<file path="src/rtl/cam_draw_pkg.sv">
// Shared constants, coordinate widths and FSM encoding for the camera line drawer.
package cam_draw_pkg;

    localparam int SCREEN_W    = 640;
    localparam int SCREEN_H    = 480;
    localparam int PEN_UP_CODE = 1023;

    localparam int CAM_W = 10;
    localparam int X_W   = 10;
    localparam int Y_W   = 9;
    localparam int ERR_W = 12;
    localparam int E2_W  = ERR_W + 1;

    typedef enum logic [1:0] {
        IDLE  = 2'd0,
        SCALE = 2'd1,
        SETUP = 2'd2,
        DRAW  = 2'd3
    } state_t;

    // One Bresenham position together with its error term.
    typedef struct packed {
        logic [X_W-1:0]          x;
        logic [Y_W-1:0]          y;
        logic signed [ERR_W-1:0] err;
    } step_t;

endpackage

</file>
<file path="src/rtl/cam_scale.sv">
// Combinational 1024x768 -> 640x480 scaling (x5/8) with clamp to the screen edge.
module cam_scale
    import cam_draw_pkg::*;
#(
    parameter int MAX_X = SCREEN_W - 1,
    parameter int MAX_Y = SCREEN_H - 1
) (
    input  logic [CAM_W-1:0] cam_x,
    input  logic [CAM_W-1:0] cam_y,
    output logic [X_W-1:0]   sx,
    output logic [Y_W-1:0]   sy
);

    // 1023*5 = 5115 fits in 13 unsigned bits; >>3 leaves a 10-bit quotient.
    function automatic logic [CAM_W-1:0] scale_5_8(input logic [CAM_W-1:0] v);
        logic [12:0] prod;
        prod = 13'(v) * 13'd5;
        return prod[12:3];
    endfunction

    function automatic logic [X_W-1:0] sat_x(input logic [CAM_W-1:0] v);
        return (v > CAM_W'(MAX_X)) ? X_W'(MAX_X) : X_W'(v);
    endfunction

    function automatic logic [Y_W-1:0] sat_y(input logic [CAM_W-1:0] v);
        return (v > CAM_W'(MAX_Y)) ? Y_W'(MAX_Y) : v[Y_W-1:0];
    endfunction

    // Scale then clamp each axis independently.
    always_comb begin
        sx = sat_x(scale_5_8(cam_x));
        sy = sat_y(scale_5_8(cam_y));
    end

endmodule

</file>
<file path="src/rtl/cam_line_drawer.sv">
// Turns camera points into a gap-free stroke: scales each point to VGA space and
// rasterises a Bresenham line from the previous point, one pixel request per cycle.
module cam_line_drawer
    import cam_draw_pkg::*;
#(
    parameter int MAX_X       = SCREEN_W - 1,
    parameter int MAX_Y       = SCREEN_H - 1,
    parameter int PEN_UP_CODE = cam_draw_pkg::PEN_UP_CODE
) (
    input  logic             clk,
    input  logic             reset,
    input  logic [CAM_W-1:0] cam_x,
    input  logic [CAM_W-1:0] cam_y,
    input  logic             cam_valid,
    output logic [X_W-1:0]   pix_x,
    output logic [Y_W-1:0]   pix_y,
    output logic             pix_valid,
    input  logic             pix_ready,
    output logic             busy,
    output logic [7:0]       dropped
);

    state_t state, state_nxt;

    logic             pend_full;
    logic [CAM_W-1:0] pend_x, pend_y;
    logic [CAM_W-1:0] cap_x, cap_y;
    logic             pen_down;
    logic             single;
    logic [7:0]       drop_cnt;

    logic [X_W-1:0] scl_x, tgt_x, prev_x, cur_x;
    logic [Y_W-1:0] scl_y, tgt_y, prev_y, cur_y;

    logic signed [ERR_W-1:0] dx, dy, err;
    logic                    neg_x, neg_y;

    logic                    consume, pend_pen_up, at_end, same_pt;
    logic signed [ERR_W-1:0] diff_x, diff_y, setup_dx, setup_dy, setup_err;
    logic                    setup_neg_x, setup_neg_y;
    step_t                   first_step, next_step;

    // One Bresenham move: e2 >= dy steps x, e2 <= dx steps y (both may fire).
    function automatic step_t bres_step(
        input logic [X_W-1:0]          x,
        input logic [Y_W-1:0]          y,
        input logic signed [ERR_W-1:0] e,
        input logic signed [ERR_W-1:0] ddx,
        input logic signed [ERR_W-1:0] ddy,
        input logic                    nx,
        input logic                    ny
    );
        step_t                  r;
        logic signed [E2_W-1:0] e2;
        e2    = $signed({e, 1'b0});
        r.x   = x;
        r.y   = y;
        r.err = e;
        if (e2 >= E2_W'(ddy)) begin
            r.err = r.err + ddy;
            r.x   = nx ? (x - X_W'(1)) : (x + X_W'(1));
        end
        if (e2 <= E2_W'(ddx)) begin
            r.err = r.err + ddx;
            r.y   = ny ? (y - Y_W'(1)) : (y + Y_W'(1));
        end
        return r;
    endfunction

    cam_scale #(
        .MAX_X (MAX_X),
        .MAX_Y (MAX_Y)
    ) u_scale (
        .cam_x (cap_x),
        .cam_y (cap_y),
        .sx    (scl_x),
        .sy    (scl_y)
    );

    // Line setup terms and the first step from the start point, which is never redrawn.
    always_comb begin
        diff_x      = $signed(ERR_W'(tgt_x)) - $signed(ERR_W'(prev_x));
        diff_y      = $signed(ERR_W'(tgt_y)) - $signed(ERR_W'(prev_y));
        setup_neg_x = diff_x < 0;
        setup_neg_y = diff_y < 0;
        setup_dx    = setup_neg_x ? -diff_x : diff_x;
        setup_dy    = setup_neg_y ? diff_y : -diff_y;
        setup_err   = setup_dx + setup_dy;
        same_pt     = (tgt_x == prev_x) && (tgt_y == prev_y);
        first_step  = bres_step(prev_x, prev_y, setup_err, setup_dx, setup_dy,
                                setup_neg_x, setup_neg_y);
        next_step   = bres_step(cur_x, cur_y, err, dx, dy, neg_x, neg_y);
    end

    // Next-state logic and slot consumption.
    always_comb begin
        state_nxt   = state;
        consume     = 1'b0;
        pend_pen_up = (pend_x == CAM_W'(PEN_UP_CODE)) && (pend_y == CAM_W'(PEN_UP_CODE));
        at_end      = single || ((cur_x == tgt_x) && (cur_y == tgt_y));
        case (state)
            IDLE: begin
                if (pend_full) begin
                    consume   = 1'b1;
                    state_nxt = pend_pen_up ? IDLE : SCALE;
                end
            end
            SCALE:   state_nxt = pen_down ? SETUP : DRAW;
            SETUP:   state_nxt = same_pt ? IDLE : DRAW;
            DRAW:    if (pix_ready && at_end) state_nxt = IDLE;
            default: state_nxt = IDLE;
        endcase
    end

    // Control state: FSM, pending flag, pen, drop counter and the presented pixel.
    always_ff @(posedge clk) begin
        if (!reset) begin
            state     <= IDLE;
            pend_full <= 1'b0;
            pen_down  <= 1'b0;
            single    <= 1'b0;
            drop_cnt  <= 8'd0;
            cur_x     <= '0;
            cur_y     <= '0;
        end else begin
            state <= state_nxt;
            if (cam_valid) begin
                pend_full <= 1'b1;
                if (pend_full && !consume && (drop_cnt != 8'hFF))
                    drop_cnt <= drop_cnt + 8'd1;
            end else if (consume) begin
                pend_full <= 1'b0;
            end
            case (state)
                IDLE: if (consume && pend_pen_up) pen_down <= 1'b0;
                SCALE: begin
                    single <= !pen_down;
                    if (!pen_down) begin
                        pen_down <= 1'b1;
                        cur_x    <= scl_x;
                        cur_y    <= scl_y;
                    end
                end
                SETUP: begin
                    cur_x <= first_step.x;
                    cur_y <= first_step.y;
                end
                DRAW: begin
                    if (pix_ready && !at_end) begin
                        cur_x <= next_step.x;
                        cur_y <= next_step.y;
                    end
                end
                default: ;
            endcase
        end
    end

    // Datapath registers: sample slot, target, previous point and Bresenham terms.
    always_ff @(posedge clk) begin
        if (cam_valid) begin
            pend_x <= cam_x;
            pend_y <= cam_y;
        end
        case (state)
            IDLE: begin
                if (consume) begin
                    cap_x <= pend_x;
                    cap_y <= pend_y;
                end
            end
            SCALE: begin
                tgt_x <= scl_x;
                tgt_y <= scl_y;
                if (!pen_down) begin
                    prev_x <= scl_x;
                    prev_y <= scl_y;
                end
            end
            SETUP: begin
                dx    <= setup_dx;
                dy    <= setup_dy;
                neg_x <= setup_neg_x;
                neg_y <= setup_neg_y;
                err   <= first_step.err;
            end
            DRAW: begin
                if (pix_ready) begin
                    if (at_end) begin
                        prev_x <= tgt_x;
                        prev_y <= tgt_y;
                    end else begin
                        err <= next_step.err;
                    end
                end
            end
            default: ;
        endcase
    end

    assign pix_x     = cur_x;
    assign pix_y     = cur_y;
    assign pix_valid = (state == DRAW);
    assign busy      = (state != IDLE);
    assign dropped   = drop_cnt;

endmodule

</file>
<file path="config.mk">
export PLATFORM = sky130hd
export DESIGN_NAME = cam_line_drawer
export DESIGN_NICKNAME = d
export VERILOG_FILES = /design/src/rtl/cam_draw_pkg.sv /design/src/rtl/cam_scale.sv /design/src/rtl/cam_line_drawer.sv
export SDC_FILE = /design/constraint.sdc
export NUM_CORES = 1
export LEC_CHECK = 0
export ABC_AREA = 1
export CAP_MARGIN = 40
export CORE_UTILIZATION = 55
export DETAILED_ROUTE_END_ITERATION = 7
export GPL_ROUTABILITY_DRIVEN = 0
export PLACE_DENSITY = 0.76
export SYNTH_ARGS = -nofsm -noshare
export SYNTH_HDL_FRONTEND = slang
export SYNTH_HIERARCHICAL = 1
export SYNTH_SLANG_ARGS = --single-unit
</file>
<file path="constraint.sdc">
create_clock -name clk -period 6.77 [get_ports clk]
set_clock_uncertainty 0.2 [all_clocks]
set_input_delay 1.354 -clock clk [delete_from_list [all_inputs] [get_ports clk]]
set_output_delay 1.354 -clock clk [all_outputs]
set_load 0.02 [all_outputs]
</file>
# Yosys cells after proc, flatten, opt, wreduce, memory -nomap -nowiden
# Index checks and enable logic that the tools add are counted.
word_totals:
  register_bits: 148
  output_inout_bits: 29
  n_memories: 0
  in_bits: 24
  rom_bits: 0
  mem_bits_rw: 0
  word_cells: 136
  latchBits: 0
op_classes:
  n_reduce_logical: 27
  n_lt_le_gt_ge: 8
  n_mux: 41
  n_mul: 2
  n_bitwise: 0
  shift: 0
  div: 0
  eq_ne: 20
  addsub: 18
op_table:
  columns: ["cell", "n"]
  rows:
  - ["10-bit two-way mux", 9]
  - ["12-bit two-way mux", 6]
  - ["9-bit two-way mux", 7]
  - ["12-bit adder", 5]
  - ["21-bit two-way mux", 2]
  - ["10-bit case mux with 3 select lines", 1]
  - ["9-bit case mux with 3 select lines", 1]
  - ["13-bit by 12-bit greater-or-equal comparator with 1-bit output", 2]
  - ["13-bit by 12-bit <= comparator with 1-bit output", 2]
  - ["10-bit by 3-bit multiplier with 13-bit output, second input constant", 2]
  - ["12-bit case mux with 2 select lines", 1]
  - ["10-bit by 1-bit adder with 10-bit output, second input constant", 2]
  - ["10-bit equality test", 2]
  - ["10-bit equality test, second input constant", 2]
  - ["10-bit case mux with 2 select lines", 1]
  - ["10-bit by 1-bit subtractor with 10-bit output, second input constant", 2]
  - ["9-bit by 1-bit adder with 9-bit output, second input constant", 2]
  - ["9-bit equality test", 2]
  - ["9-bit case mux with 2 select lines", 1]
  - ["9-bit by 1-bit subtractor with 9-bit output, second input constant", 2]
  - ["2-bit by 1-bit inequality test with 1-bit output, second input constant", 6]
  - ["10-bit negation with 12-bit output", 1]
  - ["11-bit negation with 12-bit output", 1]
  - ["4-bit AND reduction", 3]
  - ["other kinds (23)", 51]

# Depth between registers and ports, before layout
depth:
  ltp_word: 9
  depth_mapped: 60
  ltp_nobuf: 57

# Hierarchy
# The synthesis kept the hierarchy.
by_module_without_submodules:
  columns: ["mod", "area_per_inst_um2", "seq_area_each_um2", "n_inst", "cells_per_inst"]
  rows:
  - ["cam_line_drawer", 12494.5, 4124.0, 1, 1560]
  - ["cam_scale", 1214.9, 0.0, 1, 202]

# Worst setup path after synthesis
# OpenSTA, ideal clock, no wires.
synth_path:
  path_type: "reg-to-reg"
  from: "register tgt_x[5]"
  to: "register err[11] (data pin)"
  stages_incl_launch_ff: 51
  setup_ps: 256
  synth_period_minus_slack_ps: 7387
  path_slack_ps: -617
  required_time_ps: 6314
  n_path_buf: 3
  arrival_time_ps: 6931
  path_cell_list: "edfxtp_1 ha_1 nand2_1 inv_1 nand2_1 nand2_1 nand2_1 nand3b_1 nor2_2 buf_6 clkinv_1 o21ai_0 fa_1 a21oi_1 o21bai_1 a21oi_1 o21ai_0 nand3_4 [... 15 more ...] o21ai_0 ha_1 nand2_1 nor2_1 a211oi_1 o21ai_0 a21oi_1 nor2_1 nor2_1 o21ai_0 nand3_1 nand2_1 nand2_1 nand2_1 nand2_1 nand2_1 nand3_1 nand2_1"
synth_via:
  elab_chain_cells: 9
  word_cells_on_any_way: 12
  classes_between: "5 x add/sub; 3 x order compare; 4 x mux"
synth_lines:
  columns: ["element", "line_no", "text"]
  rows:
  - ["from (decl)", "cam_line_drawer.sv:32", "logic [X_W-1:0] scl_x, tgt_x, prev_x, cur_x;"]
  - ["from (signal assigned)", "cam_line_drawer.sv:173", "tgt_x <= scl_x;"]
  - ["10-bit by 10-bit subtractor with 11-bit output (*)", "cam_line_drawer.sv:82", "diff_x = $signed(ERR_W'(tgt_x)) - $signed(ERR_W'(prev_x));"]
  - ["11-bit by 1-bit < comparator with 1-bit output (*)", "cam_line_drawer.sv:84", "setup_neg_x = diff_x < 0;"]
  - ["net setup_neg_x", "cam_line_drawer.sv:40", "logic setup_neg_x, setup_neg_y;"]
  - ["12-bit two-way mux (*)", "cam_line_drawer.sv:86", "setup_dx = setup_neg_x ? -diff_x : diff_x;"]
  - ["net setup_dx[1]", "cam_line_drawer.sv:39", "logic signed [ERR_W-1:0] diff_x, diff_y, setup_dx, setup_dy, setup_err;"]
  - ["12-bit adder", "cam_line_drawer.sv:88", "setup_err = setup_dx + setup_dy;"]
  - ["12-bit adder / 13-bit by 12-bit greater-or-equal comparator with 1-bit output (equally long branches)", "cam_line_drawer.sv:60, cam_line_drawer.sv:59", null]
  - ["12-bit two-way mux", "cam_line_drawer.sv:59", "if (e2 >= E2_W'(ddy)) begin"]
  - ["12-bit adder", "cam_line_drawer.sv:64", "r.err = r.err + ddx;"]
  - ["21-bit two-way mux (*)", "cam_line_drawer.sv:63", "if (e2 <= E2_W'(ddx)) begin"]
  - ["12-bit case mux with 2 select lines (*)", "cam_line_drawer.sv:165", "case (state)"]
  - ["to (signal assigned)", "cam_line_drawer.sv:185", "err <= first_step.err;"]
  - ["to (signal assigned)", "cam_line_drawer.sv:193", "err <= next_step.err;"]
  - ["to (decl)", "cam_line_drawer.sv:35", "logic signed [ERR_W-1:0] dx, dy, err;"]
# Mark *: on every way through the listed nets, which the timed path passes. The rest lies on a longest branch.
# A chain may end at the register's enable or synchronous reset.

# Final worst setup path
layout_path:
  from: "register tgt_x[0]"
  to: "register err[10] (data pin)"
layout_via:
  elab_chain_cells: 9
  word_cells_on_any_way: 12
  classes_between: "5 x add/sub; 3 x order compare; 4 x mux"
layout_lines:
  columns: ["element", "line_no"]
  rows:
  - ["10-bit by 10-bit subtractor with 11-bit output (*)", "cam_line_drawer.sv:82"]
  - ["11-bit negation with 12-bit output / 11-bit by 1-bit < comparator with 1-bit output (equally long branches)", "cam_line_drawer.sv:86, cam_line_drawer.sv:84"]
  - ["12-bit two-way mux (*)", "cam_line_drawer.sv:86"]
  - ["net setup_dx[2]", "cam_line_drawer.sv:39"]
  - ["12-bit adder", "cam_line_drawer.sv:88"]
  - ["12-bit adder / 13-bit by 12-bit greater-or-equal comparator with 1-bit output (equally long branches)", "cam_line_drawer.sv:60, cam_line_drawer.sv:59"]
  - ["12-bit two-way mux", "cam_line_drawer.sv:59"]
  - ["12-bit adder", "cam_line_drawer.sv:64"]
  - ["21-bit two-way mux (*)", "cam_line_drawer.sv:63"]
  - ["12-bit case mux with 2 select lines (*)", "cam_line_drawer.sv:165"]
# Marks and branches as above.

==> flow_summary.yaml <==
status:
  status: "finished, violations left"
  violations: "negative setup slack"
global_route:
  grt_remaining_overflow: 0
  grt_use_total: 0.286
  grt_pass1_vias: 12900
  grt_pass1_wl_um: 59200
  grt_max_degree: 46
  antenna_found_initial: 0
sta:
  max_clock_freq_mhz: 143
  fin_hold_ws_ns: 0.255
  drv_slew: 0
  period_share: 1.03
  worst_pin_slew_ns: 0.846
  period_needed_ns: 6.97
  finalHoldViolations: 0
  rsz0062_at_grt: "yes"
  setup_viol: 5
  maxSlewHeadroom: 0.434
  setup_slack_ns: -0.200
synth:
  synth_seq_area_share: 0.301
  syn_area_um2: 13700
  ys_warn_count: 6
  synth_most_common_cell: "nand2_1"
  synth_cells: 1762
  synth_edf_count: 116
  synthTopCellsByCount: "nand2_1 (367), inv_1 (262), ha_1 (178), a21oi_1 (126), edfxtp_1 (116)"
  ys_ff_latch: 148
  async_flop_share: 0
  synth_area_leaders: "edfxtp_1 (25%), ha_1 (16%), nand2_1 (10%), inv_1 (7.2%), dfxtp_1 (4.7%)"
  ys_types: 60
  synth.avg_cell_area_um2: 7.78
  synth_top_area_cell: "edfxtp_1"
  synth.top_cell.area_share: 0.254
  synthFlopType: "edfxtp_1"
worst_setup_path:
  critPathLaunchType: "register"
  critPathMaxFanout: 4
  worst-path-buf-inv: 7
  cp_slowest_stage_delay_ns: 0.44
  worstSetupEndpointType: "register"
  worstSetupPathType: "register to register"
  crit_family: "adder cells"
  path_common_cell: "nand2_1"
  slowest_stage: "fa_1"
  ff2ff_path_depth: 46
  crit_arrival_ns: 6.96
  cp.required_ns: 6.76
  cp_num_cells: 46
die:
  die_h_um: 160
  num_rows: 57
  initial_core_util: 0.562
  ios: 53
  die_w_um: 160
  dieArea_um2: 25600
  core_um2: 24400
cells_and_area:
  fin_nets: 2179
  top_regs: "dx (12), dy (12), err (12)"
  multi_input_area_um2: 8860
  final_cells: 2301
  diodes: 0
  ff_latch_area_um2: 4120
  finalInstanceArea_um2: 16700
  syn2layout_area_growth_pct: 22.1
  nFillCells: 1927
  drive_gt1_frac: 0.183
routing:
  via_per_inst: 5.64
  drc: 0
  wl_per_cell_um: 16.1
  ant_nets: 0
  drt_wl_total_um: 37100
  drt_pass1_iterations: 5
  drtIter0Drc: 858
  num_vias: 13000
placed_design:
  portBuffers: 52
  post-dp-hpwl_um: 27800
  post-place-ws_ns: -0.208
  dpl_cell_area_um2: 15600
  place_inst: 2246
cts:
  htree_num_levels: 4
  cts_tree: "done"
  clock_path_buffers: 2
  path_clk_slew_ns: 0.07
  cts_root_buffer: "clkbuf_16"
  cts_buffers: 17
  clock_latency_ns: 0.44
  cts_num_sinks: 148
  hold_buffers: 0
worst_hold_path:
  hp-class: "register to register"
  whs_path_depth: 0
run:
  cap_violations: 0
## layout by cell type, fill, tap and decap left out, types with 5 or more instances in the layout
cell             count
o21bai_1            12
nand2_2             34
nand3_2             16
nor2_1              92
a22oi_1             11
a31oi_1              5
nand2_4              9
fa_1                12
nand3_1             95
nand4_1             26
nor4_1               7
buf_4              153
nor3_1              14
o21ai_2              8
clkdlybuf4s50_1     52
inv_1              249
nand3b_1             5
a21oi_2             25
xor2_1              57
o21ai_1             20
clkbuf_16           18
o31ai_1              5
edfxtp_1           116
inv_2               18
o21ai_0             94
nor2_2              11
xnor2_1             35
a211oi_1             5
a21oi_1            117
ha_2                 6
nand2_1            351
dfxtp_1             32
or2_2                8
ha_1               160
a21o_1               9
ha_4                12
## worst paths after layout
check | from | to | slack [ns]
min | pend_y[6] | cap_y[6] | 0.25
max reg2reg | tgt_x[0] | err[10] | -0.20
min reg2reg | pend_y[6] | cap_y[6] | 0.25
max | tgt_x[0] | err[10] | -0.20
## cell families after synthesis
logic type / after synthesis / share of synthesized area
xor gates and xnor gates: 98 / 0.0626
other: 2 / 0.000548
DFF: 148 / 0.301
adders and majority gates: 191 / 0.181
buffers and inverters: 299 / 0.0849
and+or+nand+nor: 682 / 0.223
AOI/OAI and AO/OA: 342 / 0.147
## worst register-to-register path, delay by kind of cell (launching register included)
family                     cells  cell delay, ns
adders and majority gates      7            2.00
buffers and inverters          7            0.69
AOI/OAI and AO/OA              9            1.28
and+or+nand+nor               20            1.70
DFF                            1            0.41
xor gates and xnor gates       3            0.43
## routing by layer
metal | GRT usage | wire (µm) | up-vias
met5 | 0 | 0 | -
met4 | 0.130 | 1270 | 0
met3 | 0.0408 | 1920 | 99
met2 | 0.526 | 18900 | 436
met1 | 0.326 | 15100 | 6072
li1 | - | - | 6363
## area by class of cell
class	count	share of cell area
Multi-Input combinational cell	1316	0.530
Sequential cell	148	0.246
Timing Repair Buffer	211	0.104
Inverter	270	0.0608
Clock buffer	21	0.0276
Tap cell	324	0.0242
Clock inverter	11	0.00710
## timing repair
| action | in CTS | in global routing |
|---|---|---|
| pin swaps | 11 | 61 |
| setup endpoints to repair | 6 | 9 |
| gates resized for setup | 26 | 77 |
| setup buffers | 6 | 17 |
## through the flow
| step | setup TNS (ns) | util |
|---|---|---|
| after global routing | -3.30 | 0.686 |
| after global placement | 0 | 0.638 |
| after floorplan | 0 | - |
| final | -0.624 | 0.686 |
| after detailed placement | -0.604 | 0.639 |
| after CTS | 0 | 0.669 |
Power is left out: the tool's default activity adds up to more than one toggle a clock period on the data nets, which glitch-free logic cannot reach.
